File: src/rtl/mmips_stack_pkg.sv
// Shared parameters and FSM encoding for the MMIPS return-address stack
// sequencing controller.
package mmips_stack_pkg;
   localparam int ADDR_W  = 12;
   localparam int DEPTH   = 8;
   localparam int DEPTH_W = $clog2(DEPTH) + 1;

   typedef enum logic [2:0] {
      IDLE  = 3'd0,
      PUSH  = 3'd1,
      TOS   = 3'd2,
      POP   = 3'd3,
      FAULT = 3'd4
   } state_t;
endpackage

File: src/rtl/call_stack_ctrl_if.sv
// Request/ack bundle between the main control unit (master) and the
// call stack controller (slave).
interface call_stack_ctrl_if;
   import mmips_stack_pkg::*;

   // Handshake: the master raises call_req or ret_req (call_addr stable) and
   // holds it until the matching ack; acks are combinational and only fire in
   // IDLE, and the transfer happens on the rising edge where req and ack are
   // both high. done/err/ret_valid are one-cycle registered pulses.
   logic              call_req;
   logic [ADDR_W-1:0] call_addr;
   logic              ret_req;
   logic              call_ack;
   logic              ret_ack;
   logic              ready;
   logic              done;
   logic              err;
   logic [ADDR_W-1:0] ret_addr;
   logic              ret_valid;

   modport master (
      output call_req, call_addr, ret_req,
      input  call_ack, ret_ack, ready, done, err, ret_addr, ret_valid
   );

   modport slave (
      input  call_req, call_addr, ret_req,
      output call_ack, ret_ack, ready, done, err, ret_addr, ret_valid
   );
endinterface

File: src/rtl/call_stack_ctrl.sv
// Sequences push/tos/pop strobes to the hardware return-address stack,
// tracks its depth and blocks overflow/underflow before any stack access.
module call_stack_ctrl
   import mmips_stack_pkg::*;
(
   input  logic                 clk,
   input  logic                 rst,
   call_stack_ctrl_if.slave     bus,
   output logic [DEPTH_W-1:0]   depth,
   output logic                 overflow,
   output logic                 underflow,
   output logic                 push_sig,
   output logic                 pop_sig,
   output logic                 tos_sig,
   output logic [ADDR_W-1:0]    push_data,
   input  logic [ADDR_W-1:0]    stack_out,
   output state_t               fsm_state
);

   state_t            state;
   logic              done_q;
   logic              err_q;
   logic              ret_valid_q;
   logic [ADDR_W-1:0] ret_addr_q;

   // Returns win over calls; a simultaneous call simply stays pending.
   assign bus.ready     = (state == IDLE);
   assign bus.ret_ack   = bus.ready && bus.ret_req;
   assign bus.call_ack  = bus.ready && bus.call_req && !bus.ret_req;
   assign bus.done      = done_q;
   assign bus.err       = err_q;
   assign bus.ret_valid = ret_valid_q;
   assign bus.ret_addr  = ret_addr_q;

   assign push_sig  = (state == PUSH);
   assign tos_sig   = (state == TOS);
   assign pop_sig   = (state == POP);
   assign fsm_state = state;

   always_ff @(posedge clk or posedge rst) begin
      if (rst) begin
         state       <= IDLE;
         done_q      <= 1'b0;
         err_q       <= 1'b0;
         ret_valid_q <= 1'b0;
         ret_addr_q  <= '0;
         push_data   <= '0;
         overflow    <= 1'b0;
         underflow   <= 1'b0;
      end else begin
         done_q      <= 1'b0;
         err_q       <= 1'b0;
         ret_valid_q <= 1'b0;
         case (state)
            IDLE: begin
               if (bus.ret_ack) begin
                  if (depth == '0) begin
                     underflow <= 1'b1;
                     state     <= FAULT;
                  end else begin
                     state <= TOS;
                  end
               end else if (bus.call_ack) begin
                  if (depth == DEPTH_W'(DEPTH)) begin
                     overflow <= 1'b1;
                     state    <= FAULT;
                  end else begin
                     push_data <= bus.call_addr;
                     state     <= PUSH;
                  end
               end
            end
            PUSH: begin
               done_q <= 1'b1;
               state  <= IDLE;
            end
            // Stack presents its top while tos_sig is high; grab it before the pop.
            TOS: begin
               ret_addr_q <= stack_out;
               state      <= POP;
            end
            POP: begin
               done_q      <= 1'b1;
               ret_valid_q <= 1'b1;
               state       <= IDLE;
            end
            FAULT: begin
               done_q <= 1'b1;
               err_q  <= 1'b1;
               state  <= IDLE;
            end
            default: state <= IDLE;
         endcase
      end
   end

   always_ff @(posedge clk or posedge rst) begin
      if (rst) begin
         depth <= '0;
      end else if (state == PUSH) begin
         depth <= depth + DEPTH_W'(1);
      end else if (state == POP) begin
         depth <= depth - DEPTH_W'(1);
      end
   end

endmodule

File: src/flat_wrapper.sv
// flat-port wrapper written by rule: the top's interface ports become plain ports
module call_stack_ctrl_flat import mmips_stack_pkg::*;
  (clk, rst, depth, overflow, underflow, push_sig, pop_sig, tos_sig, push_data, stack_out, fsm_state, bus_call_req, bus_call_addr, bus_ret_req, bus_call_ack, bus_ret_ack, bus_ready, bus_done, bus_err, bus_ret_addr, bus_ret_valid);
  call_stack_ctrl_if bus_i ();
  input  logic clk;
  input  logic rst;
  output logic [DEPTH_W-1:0] depth;
  output logic overflow;
  output logic underflow;
  output logic push_sig;
  output logic pop_sig;
  output logic tos_sig;
  output logic [ADDR_W-1:0] push_data;
  input  logic [ADDR_W-1:0] stack_out;
  output state_t fsm_state;
  input wire logic [$bits(bus_i.call_req)-1:0] bus_call_req;
  input wire logic [$bits(bus_i.call_addr)-1:0] bus_call_addr;
  input wire logic [$bits(bus_i.ret_req)-1:0] bus_ret_req;
  output wire logic [$bits(bus_i.call_ack)-1:0] bus_call_ack;
  output wire logic [$bits(bus_i.ret_ack)-1:0] bus_ret_ack;
  output wire logic [$bits(bus_i.ready)-1:0] bus_ready;
  output wire logic [$bits(bus_i.done)-1:0] bus_done;
  output wire logic [$bits(bus_i.err)-1:0] bus_err;
  output wire logic [$bits(bus_i.ret_addr)-1:0] bus_ret_addr;
  output wire logic [$bits(bus_i.ret_valid)-1:0] bus_ret_valid;
  assign bus_i.call_req = bus_call_req;
  assign bus_i.call_addr = bus_call_addr;
  assign bus_i.ret_req = bus_ret_req;
  assign bus_call_ack = bus_i.call_ack;
  assign bus_ret_ack = bus_i.ret_ack;
  assign bus_ready = bus_i.ready;
  assign bus_done = bus_i.done;
  assign bus_err = bus_i.err;
  assign bus_ret_addr = bus_i.ret_addr;
  assign bus_ret_valid = bus_i.ret_valid;
  call_stack_ctrl u_core (.clk(clk), .rst(rst), .bus(bus_i), .depth(depth), .overflow(overflow), .underflow(underflow), .push_sig(push_sig), .pop_sig(pop_sig), .tos_sig(tos_sig), .push_data(push_data), .stack_out(stack_out), .fsm_state(fsm_state));
endmodule
File: config.mk
export PLATFORM = sky130hd
export DESIGN_NAME = call_stack_ctrl_flat
export DESIGN_NICKNAME = d
export VERILOG_FILES = /design/src/rtl/mmips_stack_pkg.sv /design/src/rtl/call_stack_ctrl_if.sv /design/src/rtl/call_stack_ctrl.sv /design/src/flat_wrapper.sv
export SDC_FILE = /design/constraint.sdc
export NUM_CORES = 1
export LEC_CHECK = 0
export ABC_CLOCK_PERIOD_IN_PS = 3500
export CAP_MARGIN = 20
export CORE_MARGIN = 4
export CORE_UTILIZATION = 35
export CTS_CLUSTER_DIAMETER = 100
export DETAILED_ROUTE_END_ITERATION = 7
export PLACE_DENSITY = 0.67
export SKIP_CTS_REPAIR_TIMING = 1
export SLEW_MARGIN = 20
export SYNTH_ARGS = -nofsm -noshare
export SYNTH_HDL_FRONTEND = slang
export SYNTH_SLANG_ARGS = --single-unit
File: constraint.sdc
create_clock -name clk -period 3.5 [get_ports clk]
set_input_delay 0.35 -clock clk [delete_from_list [all_inputs] [get_ports clk]]
set_output_delay 0.35 -clock clk [all_outputs]
set_load 0.005 [all_outputs]
==> results_dict.tcl <==
set metrics [dict create \
    ys.flop_type "dfrtp_1" \
    fmax_ghz 0.383 \
    io_pins 70 \
    area_growth_pct 53.2 \
    async_flop_share_pct 100 \
    rows 24 \
    status "complete, no violations" \
    setup_viol_count_final 0 \
    start_util_pct 36.3 \
    synth_compound_area_share_pct 4.48 \
    yosys_warnings 0 \
    hold_class "in2async" \
    syn_nets 144 \
    critPathKind "reg2reg" \
    avgSynthCellArea_sq_um 14.1 \
    synthMuxAreaShare_pct 21.4 \
    min_period_ps 2610 \
    cp-startpoint "u_core.fsm_state[2]" \
    tightest_slew_ps 613 \
    nFillCells 377 \
    grt_start_max_net_pins 31 \
    syn_area_sq_um 1590 \
    portBuffers 69 \
    drv_slew 0 \
    cts_tree "yes" \
    synthTopCellsByArea "dfrtp_1, mux2_2, mux2_4" \
    synth_top_family_by_area "multiplexers" \
    cp_max_fo 10 \
    ir_drop_uv 391 \
    first_global_vias 1288 \
    finalCritPeriodShare_pct 74.6 \
    critPathCaptureType "register" \
    cts_buffer_depth 2 \
    antenna_found_initial 0 \
    hold_viol_final 0 \
    dr.pass1.iters 3 \
    synth_adder_area_share_pct 2.83 \
    ys_top_cells_by_count "dfrtp_1, mux2_2, mux2_4" \
    ant_nets 0 \
    synth_enable_flop_cells 0 \
    synth.distinct_cells 33 \
    place_inst 232 \
    drive_above_1_share_pct 21.8 \
    synth_area_leader_cell "dfrtp_1" \
    drc 0 \
    maxCapViolations 0 \
    grt_pass1_wl_um 6110 \
    cts-htree-levels 2 \
    leakagePower_nw 1.03 \
    grtUsageTotal_pct 14.4 \
    cts_root_buffer "clkbuf_8" \
    synth_top_area_share_pct 56.6 \
    postLayoutCoreUtil_pct 55.6 \
    dpl.hpwl_um 2980 \
    routed_wl_um 3860 \
    worstReg2RegStart "u_core.fsm_state[2]" \
    synthCells 113 \
    cts_sinks 36 \
    rsz0062_at_grt "no" \
    wl_per_cell_um 16.1 \
    grt_remaining_overflow 0 \
    synth-seq-cells 36 \
    ys_seq_area_share_pct 56.6 \
    holdWs_ps 458 \
    slew_headroom_pct 59.0 \
    coreArea_sq_um 4380 \
    die-area_sq_um 5690 \
    cp-start-kind "register" \
    die_w_um 75.4 \
    skew_ps 6.35 \
    vias 1177 \
    synth_most_common_cell "dfrtp_1" \
    powerDensity_nw_per_um2 926 \
    cts_buffers 5 \
    drtIter0Drc 64 \
    critPathRequiredTime_ps 3660 \
    clk_latency_ps 290 \
    instances_no_fill 240 \
    synth_xor_area_share_pct 1.10 \
    vias_per_cell 4.90 \
    yosys.area_share.simple_pct 10.1 \
    nets 218 \
    setup_tns_ps 0 \
    clk_pin_slew_ps 70 \
    n_antenna_cell 0 \
    place_congestion 0.818 \
    cp_data_arrival_time_ps 2770 \
    die_height_um 75.4 \
]
==> placed cells by master (no fill, tap or decap), types with 2 or more instances in the layout <==
cell type        netlist  final
clkdlybuf4s50_1        0     69
dfrtp_1               36     36
mux2_2                16     16
mux2_4                10     10
nand2_1                5      5
clkbuf_8               0      5
inv_1                  5      4
nor3_1                 4      3
nand2b_1               3      3
nor2_1                 3      3
a21oi_1                3      3
xnor2_1                2      2
nor4bb_1               2      2
nand3_1                2      2
ha_1                   2      2
buf_4                  1      2
==> through the flow <==
| step | power [mW] | setup WS (ps) | cell area (sq um) |
|---|---|---|---|
| after CTS | 2.30 | 906 | 2440 |
| after global routing | 2.42 | 753 | 2440 |
| after global placement | 1.87 | 1070 | 2330 |
| after detailed placement | 1.92 | 914 | 2330 |
| final | 2.26 | 888 | 2440 |
| after floorplan | 1.31 | 1100 | 1590 |
==> state kept, by name, indices dropped and copies added, names as in the netlist <==
signal,cells
u_core.depth,4
u_core.push_data,12
u_core.bus.err,1
u_core.overflow,1
u_core.fsm_state,3
u_core.bus.done,1
u_core.bus.ret_addr,12
u_core.underflow,1
u_core.bus.ret_valid,1
==> metal layers <==
metal  vias up  GRT usage [%]  part of all wire [%]  routed length (um)
li1        544              -                     -                   -
met5         -              0                     0                   0
met2        50           23.4                    49                1910
met3         5           7.39                    11                 425
met1       578           16.8                    38                1480
met4         0           3.88                   1.3                  50
==> worst paths after layout <==
path	endpoint	slack [ps]	cells past startpoint
min in group clk	u_core.underflow	480	1
worst max register to register	u_core.depth[3]	890	6
worst min-delay path	u_core.bus.ret_addr[2]	460	2
max in group asynchronous	u_core.fsm_state[2]	2490	3
worst max-delay path	u_core.depth[3]	890	6
worst min register to register	u_core.underflow	480	1
==> worst max-delay path, cell delays in order, from the launching register on <==
cell and delay, ps:
dfrtp_1 480, nand2b_1 330, nand2b_1 290, ha_1 380, or4b_2 680, o221ai_1 210
o211ai_1 110
==> area by class of cell <==
cell class                 count  area, sq um  area share [%]
multi-input combinational     68          641            26.3
timing repair buffer          71          706            28.9
inverter                       5         18.8           0.770
sequential                    36          901            36.9
clock inverter                 2         35.0            1.44
tap                           52         65.1            2.67
clock buffer                   6         72.6            2.98
==> kinds of logic (layout without fill, tap and decap cells) <==
kind of cell / Yosys count / count (layout)
adders and majority gates: 3 / 3
muxes: 27 / 27
xor gates and xnor gates: 2 / 2
buffers and inverters: 9 / 84
DFF: 36 / 36
AOI/OAI and AO/OA: 10 / 10
and+or+nand+nor: 26 / 26
==> where the power goes <==
part           total, mW  switching [mW]  internal (mW)
logic               1.12           0.379          0.739
clock network      0.355           0.144          0.211
registers          0.785           0.168          0.617
Note: power is estimated with default switching activity, not from simulation.
